--- src/rtl/lsu_req_queue.sv ---
// Load/store request queue: a circular FIFO of core requests feeding a single-outstanding
// bus master that aligns, replicates and extends data and returns one response per request.
module lsu_req_queue #(
    parameter int unsigned DEPTH  = 4,
    parameter int unsigned ADDR_W = 32
) (
    input  logic                   clk,
    input  logic                   rst_n,
    input  logic                   req_valid,
    output logic                   req_ready,
    input  logic [ADDR_W-1:0]      req_addr,
    input  logic [31:0]            req_data,
    input  logic [2:0]             req_type_m,
    input  logic                   req_we,
    output logic                   mem_valid,
    input  logic                   mem_ready,
    output logic [ADDR_W-1:0]      mem_addr,
    output logic [31:0]            mem_wdata,
    output logic [3:0]             mem_be,
    output logic                   mem_we,
    input  logic                   mem_rvalid,
    input  logic [31:0]            mem_rdata,
    output logic                   rsp_valid,
    output logic [31:0]            rsp_data,
    output logic                   rsp_err,
    output logic [$clog2(DEPTH):0] q_count
);

    localparam int unsigned PtrW = $clog2(DEPTH);
    localparam int unsigned EntW = ADDR_W + 32 + 3 + 1;
    localparam logic [PtrW:0] FullCnt = (PtrW + 1)'(DEPTH);

    typedef enum logic [1:0] {StIdle, StIssue, StWait, StResp} state_e;

    state_e            state_q, state_d;
    logic [PtrW-1:0]   wr_ptr_q, wr_ptr_d, rd_ptr_q, rd_ptr_d;
    logic [PtrW:0]     count_q, count_d;
    logic [EntW-1:0]   fifo_q [DEPTH];
    logic [EntW-1:0]   iss_q, iss_d;
    logic [31:0]       rsp_data_q, rsp_data_d;
    logic              rsp_err_q, rsp_err_d;

    logic              push, pop;
    logic [ADDR_W-1:0] iss_addr;
    logic [31:0]       iss_data;
    logic [2:0]        iss_type;
    logic              iss_we;
    logic              illegal, misalign, iss_err;
    logic [31:0]       lane, load_data, wdata_raw;
    logic [3:0]        be_raw;

    assign {iss_addr, iss_data, iss_type, iss_we} = iss_q;

    assign req_ready = (count_q < FullCnt);
    assign push      = req_valid && req_ready;
    // The head is popped into the issue register whenever the FSM is about to enter ISSUE.
    assign pop       = ((state_q == StIdle) || (state_q == StResp)) && (count_q != '0);

    always_comb begin
        wr_ptr_d = wr_ptr_q;
        rd_ptr_d = rd_ptr_q;
        count_d  = count_q;
        iss_d    = iss_q;
        if (push) wr_ptr_d = wr_ptr_q + 1'b1;
        if (pop) begin
            rd_ptr_d = rd_ptr_q + 1'b1;
            iss_d    = fifo_q[rd_ptr_q];
        end
        if (push && !pop) begin
            count_d = count_q + 1'b1;
        end else if (!push && pop) begin
            count_d = count_q - 1'b1;
        end
    end

    always_ff @(posedge clk) begin
        if (push) fifo_q[wr_ptr_q] <= {req_addr, req_data, req_type_m, req_we};
    end

    always_comb begin
        illegal = 1'b0;
        case (iss_type)
            3'b011, 3'b110, 3'b111: illegal = 1'b1;
            3'b100, 3'b101:         illegal = iss_we;
            default:                illegal = 1'b0;
        endcase
        misalign = ((iss_type[1:0] == 2'b01) && iss_addr[0]) ||
                   ((iss_type == 3'b010) && (iss_addr[1:0] != 2'b00));
        iss_err  = illegal || misalign;
    end

    always_comb begin
        lane = mem_rdata >> {iss_addr[1:0], 3'b000};
        case (iss_type)
            3'b000:  load_data = {{24{lane[7]}}, lane[7:0]};
            3'b001:  load_data = {{16{lane[15]}}, lane[15:0]};
            3'b100:  load_data = {24'b0, lane[7:0]};
            3'b101:  load_data = {16'b0, lane[15:0]};
            default: load_data = mem_rdata;
        endcase
        case (iss_type[1:0])
            2'b00: begin
                be_raw    = 4'b0001 << iss_addr[1:0];
                wdata_raw = {4{iss_data[7:0]}};
            end
            2'b01: begin
                be_raw    = 4'b0011 << iss_addr[1:0];
                wdata_raw = {2{iss_data[15:0]}};
            end
            default: begin
                be_raw    = 4'b1111;
                wdata_raw = iss_data;
            end
        endcase
    end

    always_comb begin
        state_d    = state_q;
        rsp_data_d = rsp_data_q;
        rsp_err_d  = rsp_err_q;
        case (state_q)
            StIdle: begin
                if (count_q != '0) state_d = StIssue;
            end
            StIssue: begin
                if (iss_err) begin
                    state_d    = StResp;
                    rsp_err_d  = 1'b1;
                    rsp_data_d = '0;
                end else if (mem_ready) begin
                    state_d = StWait;
                end
            end
            StWait: begin
                if (mem_rvalid) begin
                    state_d    = StResp;
                    rsp_err_d  = 1'b0;
                    rsp_data_d = iss_we ? '0 : load_data;
                end
            end
            StResp: begin
                state_d = (count_q != '0) ? StIssue : StIdle;
            end
            default: state_d = StIdle;
        endcase
    end

    always_ff @(posedge clk or negedge rst_n) begin
        if (!rst_n) begin
            state_q    <= StIdle;
            wr_ptr_q   <= '0;
            rd_ptr_q   <= '0;
            count_q    <= '0;
            iss_q      <= '0;
            rsp_data_q <= '0;
            rsp_err_q  <= 1'b0;
        end else begin
            state_q    <= state_d;
            wr_ptr_q   <= wr_ptr_d;
            rd_ptr_q   <= rd_ptr_d;
            count_q    <= count_d;
            iss_q      <= iss_d;
            rsp_data_q <= rsp_data_d;
            rsp_err_q  <= rsp_err_d;
        end
    end

    assign mem_valid = (state_q == StIssue) && !iss_err;
    assign mem_addr  = {iss_addr[ADDR_W-1:2], 2'b00};
    assign mem_be    = mem_valid ? be_raw : 4'b0000;
    assign mem_we    = mem_valid && iss_we;
    assign mem_wdata = (mem_valid && iss_we) ? wdata_raw : '0;
    assign rsp_valid = (state_q == StResp);
    assign rsp_data  = rsp_valid ? rsp_data_q : '0;
    assign rsp_err   = rsp_valid && rsp_err_q;
    assign q_count   = count_q;

endmodule

--- config.mk ---
export PLATFORM = sky130hd
export DESIGN_NAME = lsu_req_queue
export DESIGN_NICKNAME = d
export VERILOG_FILES = /design/src/rtl/lsu_req_queue.sv
export SDC_FILE = /design/constraint.sdc
export NUM_CORES = 1
export LEC_CHECK = 0
export ABC_AREA = 1
export CELL_PAD_IN_SITES_DETAIL_PLACEMENT = 0
export CELL_PAD_IN_SITES_GLOBAL_PLACEMENT = 1
export CORE_AREA = 2 2 190 192
export DETAILED_ROUTE_END_ITERATION = 8
export DIE_AREA = 0 0 192 194
export GPL_ROUTABILITY_DRIVEN = 1
export PLACE_DENSITY_LB_ADDON = 0.3
export SETUP_SLACK_MARGIN = 0.05
export SYNTH_ARGS = -nofsm -noshare
export SYNTH_HDL_FRONTEND = slang
export SYNTH_SLANG_ARGS = --single-unit
--- constraint.sdc ---
create_clock -name clk -period 10 [get_ports clk]
set_input_delay 1.5 -clock clk [delete_from_list [all_inputs] [get_ports clk]]
set_output_delay 1.5 -clock clk [all_outputs]
set_load 0.01 [all_outputs]
==> qor.csv <==
metric,value,unit
wl_met1,17.3,mm
finalClockSkew,0.0111,ns
synth_area,16300,sq um
wl_met2,20.1,mm
path_class,flip-flop to primary output,
cts-resized-gates,0,
grt_pass1_vias,11127,
clock_sinks,382,
die-area,37200,sq um
drtIter0Drc,782,
synth_area_per_cell,10.8,sq um
nNetsFinal,1774,
top_layer_used,met4,
synth_area_leader_cell,edfxtp_1,
clockBufferDepth,3,
ys_seq_elements,382,
fillCellCount,3079,
grt_pass1_wl,63.4,mm
dp_hpwl,25.2,mm
routed-wl-met3,2.63,mm
wl_per_cell,19.1,um
yosysSeqAreaShare,67.1,%
setup_viol_count_final,0,
clkLatencyLatePin,0.52,ns
yosys-top-cells-area,"edfxtp_1 (50%), dfrtp_1 (17%), nor2_1 (8.7%)",
r2r_setup_slack,7.15,ns
power_density,315,nW/um^2
overflow,0,
drt-vias-per-instance,5.19,
critPathArrivalTime,3.62,ns
synth_top_area_share,50.2,%
initial_core_util,46.2,%
firstDrtPassIters,5,
cp-end-kind,primary output,
slowest_delay,0.57,ns
yosysUniqueCellTypes,35,
grt_max_degree,87,
hp-class,flip-flop to flip-flop,
coreArea,35200,sq um
area_growth,21.0,%
io-pin-count,213,
post-cts-setup-buffers,0,
crit_chain,buf_4 > inv_6 > nand2_2 > nor2_2 > nor2_4 > nand3_4 > nor2_8 > o21ai_0 > nor2_1 > clkdlybuf4s50_1,
outcome,"finished, final reports clean",
whs,0.482,ns
fmax,195,MHz
path_clk_slew,0.06,ns
startpoint_type,flip-flop,
num_vias,11197,
die_x,192,um
critPathMaxFanout,42,
placementRows,69,
rsz0062_at_grt,no,
maxSlewViolCount,0,
antenna_found_initial,7,
ant_nets,0,
post_cts_hold_buffer_count,0,
cts_tree,built,
final_common_cell,nor2_1,
p_leak,0.00741,uW
wl,41.2,mm
ir_drop,0.206,mV
max_cap_violations,0,
fp.dieH,194,um
slowest_stage,clkdlybuf4s50_1,
drc,0,
grtUsageTotal,22.4,%
ctsRootBufferMaster,clkbuf_16,
cts_buffers,39,
setup-tns-final,0,ns
maxSlewHeadroom,41.2,%
ys_warn_count,0,
netlist_instances,1512,
gp_congestion,0.872,
h-tree-depth,2,
hold_viol_final,0,
layout_min_cycle_time,5.12,ns
worst_pin_slew,0.881,ns
required,8.50,ns
final_cell_mix,"nor2_1 (372), edfxtp_1 (272), clkdlybuf4s50_1 (209)",
layout-drive-gt1-share,7.28,%
min_period_over_period,51.2,%
io_buffers,210,
## path summary, 6_finish.rpt
path	to	cells after the start	startpoint
max in group asynchronous	rsp_data_q[14]$_DFFE_PN0P_	2	rst_n
worst min-delay path	rsp_data_q[1]$_DFFE_PN0P_	2	rsp_data_q[1]$_DFFE_PN0P_
min in group asynchronous	rsp_data_q[0]$_DFFE_PN0P_	1	rst_n
worst max-delay path	mem_wdata[24]	10	iss_q[2]$_DFFE_PN0P_
worst max register to register	iss_q[6]$_DFFE_PN0P_	7	state_q[0]$_DFFE_PN0P_
worst min register to register	rsp_data_q[1]$_DFFE_PN0P_	2	rsp_data_q[1]$_DFFE_PN0P_
## stage by stage
step	setup slack [ns]	util (%)	cells	total power [uW]	area, sq um
after detailed placement	5.47	52.2	2078	4810	18400
after global placement	5.56	52.2	2078	4780	18400
after CTS	4.90	55.8	2150	6270	19700
after global routing	4.68	55.9	2155	6650	19700
final	4.88	55.9	2157	6190	19700
after floorplan	5.02	-	1513	4080	16300
## cells in the mapped netlist
| cell type | n |
|---|---|
| a21oi_1 | 16 |
| a31oi_1 | 54 |
| buf_1 | 3 |
| buf_2 | 31 |
| buf_4 | 40 |
| buf_6 | 8 |
| buf_8 | 1 |
| clkbuf_1 | 37 |
| conb_1 | 1 |
| dfrtp_1 | 110 |
| edfxtp_1 | 272 |
| fa_1 | 1 |
| ha_1 | 10 |
| inv_1 | 70 |
| inv_2 | 5 |
| inv_4 | 1 |
| inv_6 | 1 |
| mux2_2 | 1 |
| nand2_1 | 160 |
| nand2_2 | 4 |
| nand3_1 | 18 |
| nand3_4 | 2 |
| nand4_1 | 24 |
| nor2_1 | 376 |
| nor2_2 | 3 |
| nor2_4 | 4 |
| nor2_8 | 1 |
| nor3_1 | 1 |
| nor3_2 | 1 |
| o21ai_0 | 187 |
| o21ai_1 | 24 |
| o22ai_1 | 22 |
| or2_2 | 19 |
| xnor2_1 | 1 |
| xor2_1 | 3 |
## worst max-delay path, delay by kind of cell (launching register included)
family / cells / cell delay [ns]
and+or+nand+nor: 6 / 1.45
buffers and inverters: 3 / 1.09
DFF: 1 / 0.32
AOI/OAI and AO/OA: 1 / 0.20
## per-layer routing
layer,GRT usage [%],vias to the layer above
li1,-,5440
met1,29.4,5365
met2,37.1,328
met3,4.04,64
met4,8.31,0
met5,0,-
## state kept, by name, summed over array words and instances (netlist names)
signal,count
rsp_data_q,32
q_count,3
state_q,2
iss_q,68
rd_ptr_q,2
wr_ptr_q,2
fifo_q,272
rsp_err_q,1
## logic make-up after synthesis
family,Yosys count,synth area share (%)
AO/OA/AOI/OAI,303,9.91
flip-flops,382,67.1
buffers and inverters,197,6.19
other,1,0.0231
adder cells (fa/ha/maj),11,0.892
XOR/XNOR,4,0.215
multiplexers,1,0.0692
AND/OR/NAND/NOR,613,15.6
## power breakdown
part           switching [uW]  internal, uW  total (uW)  leakage, uW
Combinational            1530           819        2350      0.00297
Sequential                278          2120        2400      0.00380
Clock                     589           850        1440     0.000630
Total                    2400          3790        6190      0.00741
## layout make-up
cell class / instances / area (sq um) / share of cell area, %
Antenna cell: 7 / 17.5 / 0.0890
Inverter: 77 / 302 / 1.53
Clock buffer: 54 / 1090 / 5.55
Tap cell: 461 / 577 / 2.93
Clock inverter: 18 / 194 / 0.985
Timing Repair Buffer: 224 / 2210 / 11.2
Sequential cell: 382 / 10900 / 55.5
Multi-Input combinational cell: 934 / 4370 / 22.2
Power figures use the tool's default switching activity.
